### config.mk
export PLATFORM = sky130hd
export DESIGN_NAME = alu_arbiter
export DESIGN_NICKNAME = d
export VERILOG_FILES = /design/src/rtl/arith_pkg.sv /design/src/rtl/rr_priority_pick.sv /design/src/rtl/alu_arbiter.sv
export SDC_FILE = /design/constraint.sdc
export NUM_CORES = 1
export LEC_CHECK = 0
export CAP_MARGIN = 25
export CORE_AREA = 2 2 108 110
export CTS_BUF_LIST = sky130_fd_sc_hd__clkbuf_16
export CTS_CLUSTER_DIAMETER = 60
export CTS_CLUSTER_SIZE = 30
export DETAILED_ROUTE_END_ITERATION = 16
export DIE_AREA = 0 0 110 112
export PLACE_DENSITY = 0.84
export SYNTH_ARGS = -nofsm -noshare
export SYNTH_HDL_FRONTEND = slang
export SYNTH_HIERARCHICAL = 1
export SYNTH_SLANG_ARGS = --single-unit
### constraint.sdc
create_clock -name clk -period 3.2 [get_ports clk]
set_input_delay 0.32 -clock clk [delete_from_list [all_inputs] [get_ports clk]]
set_output_delay 0.32 -clock clk [all_outputs]
set_load 0.05 [all_outputs]
### src/rtl/arith_pkg.sv
// Shared ALU definitions: operation encoding and datapath width.
// Imported by the ALU and by every block that drives the ALU's front side.
package arith_pkg;

   localparam int ALU_WIDTH = 32;

   typedef enum logic [3:0] {
      ALU_NONE               = 4'd0,
      ALU_ADD                = 4'd1,
      ALU_SUB                = 4'd2,
      ALU_AND                = 4'd3,
      ALU_OR                 = 4'd4,
      ALU_XOR                = 4'd5,
      ALU_LESS_THAN          = 4'd6,
      ALU_LESS_THAN_UNSIGNED = 4'd7,
      ALU_SHIFT_L            = 4'd8,
      ALU_SHIFT_R            = 4'd9,
      ALU_SHIFT_R_ARITH      = 4'd10
   } alu_operation;

endpackage

### src/rtl/rr_priority_pick.sv
// Combinational round-robin pick: first set request at or after ptr, wrapping.
// Returns a one-hot grant, its index and whether anything was picked.
module rr_priority_pick #(
   parameter int N    = 2,
   parameter int IDXW = 1
) (
   input  logic [N-1:0]    req,
   input  logic [IDXW-1:0] ptr,
   output logic [N-1:0]    grant,
   output logic [IDXW-1:0] idx,
   output logic            any
);

   int pos;

   always_comb begin
      grant = '0;
      idx   = '0;
      any   = 1'b0;
      pos   = 0;
      for (int k = 0; k < N; k++) begin
         pos = (int'(ptr) + k) % N;
         if (!any && req[pos[IDXW-1:0]]) begin
            any                  = 1'b1;
            grant[pos[IDXW-1:0]] = 1'b1;
            idx                  = pos[IDXW-1:0];
         end
      end
   end

endmodule

### src/rtl/alu_arbiter.sv
// Round-robin sharing of one combinational ALU between NUM_REQ requesters.
// Each accepted op is registered once and held until its owner takes it.
module alu_arbiter
   import arith_pkg::*;
#(
   parameter int NUM_REQ = 2,
   parameter int WIDTH   = ALU_WIDTH
) (
   input  logic                            clk,
   input  logic                            reset,
   input  logic [NUM_REQ-1:0]              req_valid,
   output logic [NUM_REQ-1:0]              req_ready,
   input  alu_operation [NUM_REQ-1:0]      req_op,
   input  logic [NUM_REQ-1:0][WIDTH-1:0]   req_a,
   input  logic [NUM_REQ-1:0][WIDTH-1:0]   req_b,
   output logic [NUM_REQ-1:0]              resp_valid,
   input  logic [NUM_REQ-1:0]              resp_ready,
   output logic [WIDTH-1:0]                resp_result,
   output logic [WIDTH-1:0]                alu_a,
   output logic [WIDTH-1:0]                alu_b,
   output alu_operation                    alu_op,
   input  logic [WIDTH-1:0]                alu_result
);

   localparam int IDXW = (NUM_REQ > 1) ? $clog2(NUM_REQ) : 1;

   typedef enum logic {
      IDLE = 1'b0,
      HOLD = 1'b1
   } arb_state_t;

   arb_state_t        state_reg, state_next;
   logic [IDXW-1:0]   owner_reg, owner_next;
   logic [IDXW-1:0]   rr_ptr_reg, rr_ptr_next;
   logic [WIDTH-1:0]  result_reg, result_next;

   logic [NUM_REQ-1:0] pick_grant;
   logic [IDXW-1:0]    pick_idx;
   logic               pick_any;
   logic               retire;
   logic               can_issue;
   logic               accept;

   rr_priority_pick #(
      .N    (NUM_REQ),
      .IDXW (IDXW)
   ) u_pick (
      .req   (req_valid),
      .ptr   (rr_ptr_reg),
      .grant (pick_grant),
      .idx   (pick_idx),
      .any   (pick_any)
   );

   // resp_valid is a pure decode of the held state, so it can never disagree with owner.
   for (genvar gi = 0; gi < NUM_REQ; gi++) begin : g_resp_valid
      assign resp_valid[gi] = (state_reg == HOLD) && (owner_reg == IDXW'(gi));
   end

   assign resp_result = result_reg;

   always_ff @(posedge clk) begin
      if (reset) begin
         state_reg  <= IDLE;
         owner_reg  <= '0;
         rr_ptr_reg <= '0;
         result_reg <= '0;
      end else begin
         state_reg  <= state_next;
         owner_reg  <= owner_next;
         rr_ptr_reg <= rr_ptr_next;
         result_reg <= result_next;
      end
   end

   always_comb begin
      state_next  = state_reg;
      owner_next  = owner_reg;
      rr_ptr_next = rr_ptr_reg;
      result_next = result_reg;
      req_ready   = '0;
      alu_a       = '0;
      alu_b       = '0;
      alu_op      = ALU_NONE;

      retire    = (state_reg == HOLD) && resp_ready[owner_reg];
      can_issue = (state_reg == IDLE) || retire;
      accept    = can_issue && pick_any;

      if (accept) begin
         req_ready   = pick_grant;
         alu_a       = req_a[pick_idx];
         alu_b       = req_b[pick_idx];
         alu_op      = req_op[pick_idx];
         result_next = alu_result;
         owner_next  = pick_idx;
         state_next  = HOLD;
         rr_ptr_next = (pick_idx == IDXW'(NUM_REQ - 1)) ? '0 : pick_idx + 1'b1;
      end else if (retire) begin
         state_next = IDLE;
      end
   end

endmodule
Word level (Yosys, flattened, before mapping)
Index checks and enable logic that the tools add are counted.
Cells by class
  bitwise logic cells: 3
  reduce and logical (&&, ||, !) cells: 10
  add/subtract/negate cells: 2
  magnitude comparators: 6
  muxes and demuxes: 29
Operator list (number)
  32-bit two-way mux: 6
  1-bit two-way mux: 15
  4-bit two-way mux: 3
  1-bit by 2-bit less-than comparator with 1-bit output, second input constant: 4
  1-bit logical AND: 7
  2-bit two-way mux: 3
  1-bit adder, second input constant: 2
  1-bit demux with 1-bit select: 2
  1-bit >= comparator, second input constant: 2
  1-bit inverter: 2
  2-bit bitwise OR: 1
  2-bit nonzero test: 1
  1-bit zero test: 1
  1-bit logical OR: 1
Word-level totals
  input port bits: 174
  output and inout bits: 104
  logic and storage cells: 54
  bits in registers: 35

Logic depth before layout (Yosys ltp)
Gate-level depths: netlist of run 1.
  depth after elaboration: 9
  gate-level depth with buffers: 7

By module
Netlist of run 1, hierarchy kept.
By module, submodules not included
  alu_arbiter: area each 3194.3 um2, sequential area each 700.7 um2, times used 1, cells an instance 406
  rr_priority_pick: area each 32.5 um2, sequential area each 0.0 um2, times used 1, cells an instance 5

Least setup slack after synthesis of run 1
OpenSTA, ideal clock, no wires.
  path kind: flip-flop to output port
  start point: register rr_ptr_reg
  end point: output alu_a[0]
  arrival time: 1896 ps
  path slack: 984 ps
  stages on the path, launching flop included: 7
  required time: 2880 ps
  buffers on the path: 2
  cell sequence: dfxtp_1 > inv_1 > a21boi_0 > buf_2 > clkbuf_1 > mux2i_1 > nor2_1
On the way
  word-level cells in the longest chain between the ends: 9
  elaborated cells between the ends (all ways): 15
  classes of those cells: 1 x add/sub; 11 x mux; 3 x reduce/logical
Ends and longest elaborated chain
  start, declared: line alu_arbiter.sv:34  | logic [IDXW-1:0] rr_ptr_reg, rr_ptr_next;
  start signal, assigned: line alu_arbiter.sv:71  | rr_ptr_reg <= rr_ptr_next;
  1-bit two-way mux (not written as such) (2 in series): line rr_priority_pick.sv:23  | if (!any && req[pos[IDXW-1:0]]) begin
  1-bit two-way mux: line rr_priority_pick.sv:23
  1-bit zero test: line rr_priority_pick.sv:23
  1-bit logical AND: line rr_priority_pick.sv:23
  1-bit two-way mux *: line rr_priority_pick.sv:23
  net pick_idx: line alu_arbiter.sv:38  | logic [IDXW-1:0] pick_idx;
  32-bit two-way mux (not written as such) * (2 in series): line alu_arbiter.sv:92  | alu_a = req_a[pick_idx];
  32-bit two-way mux *: line alu_arbiter.sv:90  | if (accept) begin
  end, declared: line alu_arbiter.sv:19  | output logic [WIDTH-1:0] alu_a,
Mark *: on every way through the listed nets, which the timed path passes. The rest lies on a longest branch. The select of a mux whose other input is x is not followed.

Worst setup path in the final report of run 1
  start point: input resp_ready[0]
  end point: output alu_a[12]
On the way
  word-level cells in the longest chain between the ends: 6
Ends and longest elaborated chain
  start, declared: line alu_arbiter.sv:17  | input logic [NUM_REQ-1:0] resp_ready,
  1-bit two-way mux (not written as such) (2 in series): line alu_arbiter.sv:86  | retire = (state_reg == HOLD) && resp_ready[owner_reg];
  1-bit logical AND: line alu_arbiter.sv:86
  1-bit logical OR: line alu_arbiter.sv:87  | can_issue = (state_reg == IDLE) || retire;
  1-bit logical AND: line alu_arbiter.sv:88  | accept = can_issue && pick_any;
  32-bit two-way mux: line alu_arbiter.sv:90
Every way passes these cells. The select of a mux whose other input is x is not followed.

==> summary.md, run 1 <==
| Metric | Value |
|---|---|
| Hold-fix buffers, CTS | `0` |
| Logic pwr share | `57.1%` |
| Critical path endpoint category | `output pin` |
| # DRC | `0` |
| GR Util All Layers | `20.39%` |
| Ys flop type | `dfxtp_1` |
| Final HPWL DP | `10,350 um` |
| Row count | `39` |
| Xor/xnor share of the synthesized area | `0%` |
| Final period demand of the worst path | `2.606 ns` |
| Synth warnings | `6` |
| Critical path fanouts, max | `47` |
| Syn_nets | `585` |
| GR Util met1 | `24.48%` |
| Die width | `110 um` |
| Post-synthesis sequential area ratio | `21.71%` |
| Multiplexer share of the synthesized area | `21.87%` |
| GRT Max-Usage Layer | `met2` |
| Placed inst area | `5826 um2` |
| Critical path startpoint category | `input pin` |
| Avg Vias per Cell | `5.234` |
| Total Wirelength | `13,650 um` |
| Router iterations before antenna repair | `5` |
| Critical Path RT | `2.88 ns` |
| Die H | `112 um` |
| Hold crit path type | `flop to flop` |
| CP endpoint | `alu_a[12]` |
| Die area | `12,320 um2` |
| I/O Pins | `278` |
| Yosys cell types | `26` |
| Max_slew headroom | `45.91%` |
| Filler cells | `1,000` |
| WS Path Type | `input pin to output pin` |
| Crit path from | `resp_ready[0]` |
| Status | `completed` |
| Worst Max-Slew Pin Slew | `0.8113 ns` |
| Peak VDD IR | `0.2763 mV` |
| Internal | `1287 uW` |
| Total gr overflow | `0` |
| First-pass GRT wire length | `20,130 um` |
| Compound-Gate Fraction of Synth Area | `17.29%` |
| 1st-iter DRT viols | `328` |
| Hold Path Cell Cnt | `2` |
| Combinational family with the most area after synthesis | `simple AND/OR/NAND/NOR gates` |
| Syn Inst Count | `411` |
| CP arrival | `2.29 ns` |
| Master of the slowest instance on the critical path | `o21ai_4` |
| CTS max path bufs | `2` |
| EDFF count, synth | `0` |
| CTS clk-pin slew, worst paths | `0.06 ns` |
| Initial Util | `28.88%` |
| H-tree depth | `2` |
| FF+latch area | `700.7 um2` |
| Max_cap viols | `0` |
| Tcrit/Tclk final | `81.43%` |
| Final hold violations | `0` |
| Seq pwr share | `22.8%` |
| Syn avg cell area | `7.851 um2` |
| Post-Synth Adder-Cell Area | `0%` |
| CTS root buf | `clkbuf_16` |
| Worst flop-to-flop path endpoint | `resp_result[15]` |
| Vias in the first global route | `3,883` |
| Area growth from synthesis to layout | `84.92%` |
| Critical path, cell by cell | `clkdlybuf4s50_1 -> mux2_4 -> o21ai_4 -> buf_12 -> nor2_1 -> buf_4` |
| Simple-Gate Fraction of Synth Area | `29.70%` |
| Routed WL per cell | `17.17 um` |
| Met2 GRT Util | `35.30%` |
| Worst skew pair latency | `0.27 ns` |
| Final Net Count | `825` |
| Fin Setup TNS | `0 ns` |
| CTS buffer count | `5` |
| Worst flop-to-flop path startpoint | `owner_reg` |
| Pins Over Slew Limit | `0` |
| Largest net degree at the start of global routing | `100` |
| TritonCTS clock tree | `yes` |
| Placeable Area | `11,170 um2` |
| FF+latch count, synth | `35` |
| Share of layout cells above drive strength 1 | `15.80%` |
| Final setup fails | `0` |
| Leakage | `0.002277 uW` |
| Max Clock Skew | `0.006810 ns` |
| Clock Sinks | `35` |
| Worst Reg2Reg Path Length in Cells | `3` |
| Setup bufs post-CTS | `0` |
| Sw Share | `44.07%` |
| Post-synthesis async set-or-reset flop share | `0%` |
| GR Util met3 | `4.918%` |
| GPL Wtd Cong | `0.7822` |
| Max Fclk | `383.8 MHz` |
| Diodes inserted | `0` |
| Design area | `5967 um2` |
| Final ANT Viol Nets | `0` |
| PD cells | `385.7 nW/um2` |
| Area of the mapped netlist | `3227 um2` |
| Flop2flop setup slack | `1.52 ns` |
| Net switching power | `1014 uW` |
| CTS resizes | `0` |
| # port buffers | `277` |
| RSZ-0062 raised after global routing | `no` |
| Largest register FFs | `32` |
| Initial antenna violation count | `0` |
| Multi-input logic area | `2236 um2` |
| Critical Path Max Stage Delay | `0.57 ns` |
| Vias | `4,161` |
| Clock Power Share | `20.1%` |
[cell usage in the layout (no fill, tap or decap), types with 2 or more instances in the layout]
cell and instances:
dfxtp_1 35, a21boi_0 2, o311ai_0 14, clkdlybuf4s50_1 204
a211oi_1 2, nor2_1 63, inv_1 8, o311ai_1 18
mux2i_1 69, nor3b_1 32, buf_12 2, o21ai_0 2
nand4b_1 32, nand2_1 32, buf_4 77, clkbuf_16 5
a31oi_1 32, nor2_2 10
[logic make-up (layout without fill, tap and decap cells)]
logic type | Yosys count | count (layout)
AND/OR/NAND/NOR | 172 | 172
AO/OA/AOI/OAI | 74 | 74
multiplexers | 70 | 70
buffers and inverters | 60 | 301
flip-flops | 35 | 35
[worst min-delay path by stage]
stage               start         end
6_report       rr_ptr_reg  rr_ptr_reg
5_1_grt        rr_ptr_reg  rr_ptr_reg
4_1_cts        rr_ptr_reg  rr_ptr_reg
3_5_place_dp   rr_ptr_reg  rr_ptr_reg
3_3_place_gp   rr_ptr_reg  rr_ptr_reg
2_1_floorplan  rr_ptr_reg  rr_ptr_reg
[power groups by stage]
stage	combinational (uW)	clock [uW]	sequential [uW]
2_1_floorplan	660	0	677
3_5_place_dp	1310	0	532
3_3_place_gp	1290	0	530
4_1_cts	1320	473	524
6_report	1310	463	524
5_1_grt	1380	490	530
[final cells by class]
cell class	instances	share of cell area, %
Timing Repair Buffer	285	44.92
Tap cell	143	2.999
Multi-Input combinational cell	316	37.47
Sequential cell	35	11.74
Clock inverter	3	0.2726
Inverter	8	0.5033
Clock buffer	5	2.097
[per-stage QoR]
stage | power, uW | hold slack [ns] | instances | worst slack (ns) | utilization [%]
finish | 2301 | 0.4915 | 795 | 0.5943 | 53.40
global route | 2399 | 0.5207 | 795 | 0.4704 | 53.40
global placement | 1819 | 0.4664 | 786 | 0.4070 | 52.00
CTS | 2312 | 0.4909 | 795 | 0.5829 | 53.40
floorplan | 1337 | 0.4443 | 411 | 0.9841 | -
detailed placement | 1845 | 0.4764 | 787 | 0.5811 | 52.13
[Yosys cell counts (8+ instances only)]
cell | number | area share [%]
clkbuf_1 | 26 | 3.0
nor2_2 | 10 | 1.9
a31oi_1 | 32 | 6.2
buf_2 | 12 | 1.9
mux2i_1 | 69 | 21
nor3b_1 | 32 | 7.4
nand2_1 | 32 | 3.7
dfxtp_1 | 35 | 22
nand4b_1 | 32 | 8.7
buf_6 | 8 | 2.8
o311ai_1 | 18 | 4.9
o311ai_0 | 14 | 3.8
nor2_1 | 63 | 7.3
[worst max-delay path, delay by kind of cell]
| kind | cells | cell delay (ns) |
|---|---|---|
| AND/OR/NAND/NOR | 1 | 0.09 |
| AO/OA/AOI/OAI | 1 | 0.57 |
| multiplexers | 1 | 0.31 |
| buffers and inverters | 3 | 0.96 |
[layer usage]
metal | wire, um | share of wire (%)
met5 | 0 | 0
met4 | 299 | 2.2
met3 | 1258 | 9.2
met1 | 5374 | 39
met2 | 6717 | 49
(Power assumes the default switching activity.)
==> inputs of run 2 (changes only) <==
==> constraint.sdc (replaced) <==
create_clock -name clk -period 2.5 [get_ports clk]
set_input_delay 0.25 -clock clk [delete_from_list [all_inputs] [get_ports clk]]
set_output_delay 0.25 -clock clk [all_outputs]
set_load 0.05 [all_outputs]
==> run 2 against run 1 <==
Net effect: non-clock buffer count grew 10; sequential share of layout area decreased by 0.18 points; utilization increased by 0.83 points; worst hold slack worse by 0.0081 ns; clock skew down 0.0028 ns; register-to-register slack worse by 0.64 ns; worst setup slack worse by 0.33 ns; clock power rose by 30%; count of clock-buffer cells in the layout is the same; global-route usage down 0.18 points.
==> summary.md, run 2 (synthesis gave the netlist of run 1 again) <==
| Metric | Value |
|---|---|
| Final HPWL DP | `10,450 um (+0.93%)` |
| Share of layout cells above drive strength 1 | `17.22% (+1.4 points)` |
| Final Net Count | `835 (+1.2%)` |
| PD cells | `489.6 nW/um2 (+27%)` |
| CTS resizes | `0 (unchanged)` |
| Total gr overflow | `0 (unchanged)` |
| First-pass GRT wire length | `20,130 um (about the same)` |
| Max Clock Skew | `0.004009 ns (-0.002800 ns)` |
| Most frequent cells in the layout | `clkdlybuf4s50_1, buf_4, mux2i_1` |
| Placeable Area | `11,170 um2 (unchanged)` |
| Max_cap viols | `0 (unchanged)` |
| 1st-iter DRT viols | `212 (-35%)` |
| Seq pwr share | `22.5% (-0.3 points)` |
| Final period demand of the worst path | `2.233 ns` |
| Area growth from synthesis to layout | `87.79%` |
| Clock Power Share | `20.3% (+0.2 points)` |
| Status | `completed` |
| GPL Wtd Cong | `0.8009 (+2.4%)` |
| Setup bufs post-CTS | `0 (unchanged)` |
| I/O Pins | `278 (unchanged)` |
| Total Wirelength | `13,440 um (-1.5%)` |
| Logic pwr share | `57.3% (+0.2 points)` |
| CTS clk-pin slew, worst paths | `0.06 ns (about the same)` |
| Largest net degree at the start of global routing | `65 (-35%)` |
| Worst Reg2Reg Path Length in Cells | `4 (+1)` |
| CTS max path bufs | `2 (unchanged)` |
| Final hold violations | `0 (unchanged)` |
| Die area | `12,320 um2 (unchanged)` |
| CP top delay family | `buffers and inverters` |
| Worst Max-Slew Pin Slew | `0.7139 ns (-0.09742 ns)` |
| Hold crit path type | `flop to flop` |
| Commonest non-fill, non-tap cell in the layout | `clkdlybuf4s50_1` |
| Design area | `6060 um2 (+1.6%)` |
| # DRC | `0 (unchanged)` |
| Final setup fails | `0 (unchanged)` |
| Die width | `110 um (unchanged)` |
| Max Fclk | `447.8 MHz` |
| Clock Sinks | `35 (unchanged)` |
| Master of the slowest instance on the critical path | `clkdlybuf4s50_1` |
| Die H | `112 um (unchanged)` |
| Critical path startpoint category | `input pin` |
| Peak VDD IR | `0.3525 mV (+28%)` |
| Net switching power | `1302 uW (+28%)` |
| Avg Vias per Cell | `5.241 (+0.13%)` |
| Router iterations before antenna repair | `5 (unchanged)` |
| Leakage | `0.002329 uW (+2.3%)` |
| WS Path Type | `input pin to output pin` |
| Total power | `2967 uW (+29%)` |
| Placed inst area | `5918 um2 (+1.6%)` |
| Largest register FFs | `32 (unchanged)` |
| H-tree depth | `2 (unchanged)` |
| Tcrit/Tclk final | `89.33%` |
| Pins Over Slew Limit | `0 (unchanged)` |
| Critical Path Max Stage Delay | `0.51 ns (-0.06 ns)` |
| Hold-fix buffers, CTS | `0 (unchanged)` |
| Internal | `1665 uW (+29%)` |
| Final ANT Viol Nets | `0 (unchanged)` |
| Critical path, cell by cell | `clkdlybuf4s50_1 -> a21boi_4 -> buf_12 -> mux2i_1 -> nor2_2 -> buf_4` |
| Vias in the first global route | `4,035 (+3.9%)` |
| Hold Path Cell Cnt | `2 (unchanged)` |
| Sw Share | `43.89% (-0.18 points)` |
| Critical Path RT | `2.25 ns (-0.63 ns)` |
| Buffers plus inverters on the worst setup path | `3 (unchanged)` |
| Fin Setup TNS | `0 ns (unchanged)` |
| GR Util All Layers | `20.21% (-0.18 points)` |
| CTS buffer count | `5 (unchanged)` |
| Max_slew headroom | `52.19% (+6.3 points)` |
| CP arrival | `1.98 ns (-0.31 ns)` |
| Critical path endpoint category | `output pin` |
| Routed WL per cell | `16.70 um (-2.7%)` |
| RSZ-0062 raised after global routing | `no` |
| Worst skew pair latency | `0.27 ns (about the same)` |
| Diodes inserted | `0 (unchanged)` |
| Initial Util | `28.88% (unchanged)` |
| Initial antenna violation count | `0 (unchanged)` |
| CTS root buf | `clkbuf_16` |
| TritonCTS clock tree | `yes` |
| Critical path fanouts, max | `27 (-43%)` |
| Row count | `39 (unchanged)` |
| # port buffers | `277 (unchanged)` |
| Vias | `4,219 (+1.4%)` |
| Critical path depth | `6 (unchanged)` |
==> run 2: cell type report <==
class	count	area (um2)
inverter	8	30.03
sequential	35	700.7
multi-input combinational	316	2236
clock buffer	5	125.1
fill	995	5115
clock inverter	3	16.27
timing repair buffer	295	2773
tap	143	178.9
==> run 2: power by group through the flow <==
stage / Clock (uW) / Combinational (uW) / Sequential [uW]
after floorplan: 0 / 845 / 866
after global placement: 0 / 1680 / 675
after detailed placement: 0 / 1700 / 677
after CTS: 609 / 1710 / 666
after global routing: 637 / 1780 / 675
final: 601 / 1700 / 666
==> run 2: final timing paths <==
path | startpoint | end | slack, ns
min reg2reg | rr_ptr_reg | rr_ptr_reg | 0.48
max | req_valid[1] | alu_a[22] | 0.27
min | rr_ptr_reg | rr_ptr_reg | 0.48
max reg2reg | owner_reg | rr_ptr_reg | 0.88
==> run 2: metrics by stage <==
stage	instances	hold slack [ns]	utilization [%]	setup WS, ns
after floorplan	411	0.4162	-	0.3541
after global placement	797	0.4679	52.96	0.2470
after detailed placement	797	0.4727	52.96	0.1972
after CTS	805	0.4878	54.23	0.2319
after global routing	805	0.5184	54.23	0.1393
final	805	0.4834	54.23	0.2667
==> run 2: metal layers <==
metal	track usage (%)	vias to the layer above	wire, um
met5	0	-	0
met4	5.570	0	244
met3	5.445	24	1317
met2	35.79	218	6670
met1	23.51	1953	5209
li1	-	2024	-
==> run 2: tightest hold or removal path: cells and delay by family (launching register included) <==
| family | cells | cell delay (ns) |
|---|---|---|
| AOI/OAI and AO/OA | 1 | 0.05 |
| buffers and inverters | 1 | 0.05 |
| DFF | 1 | 0.32 |
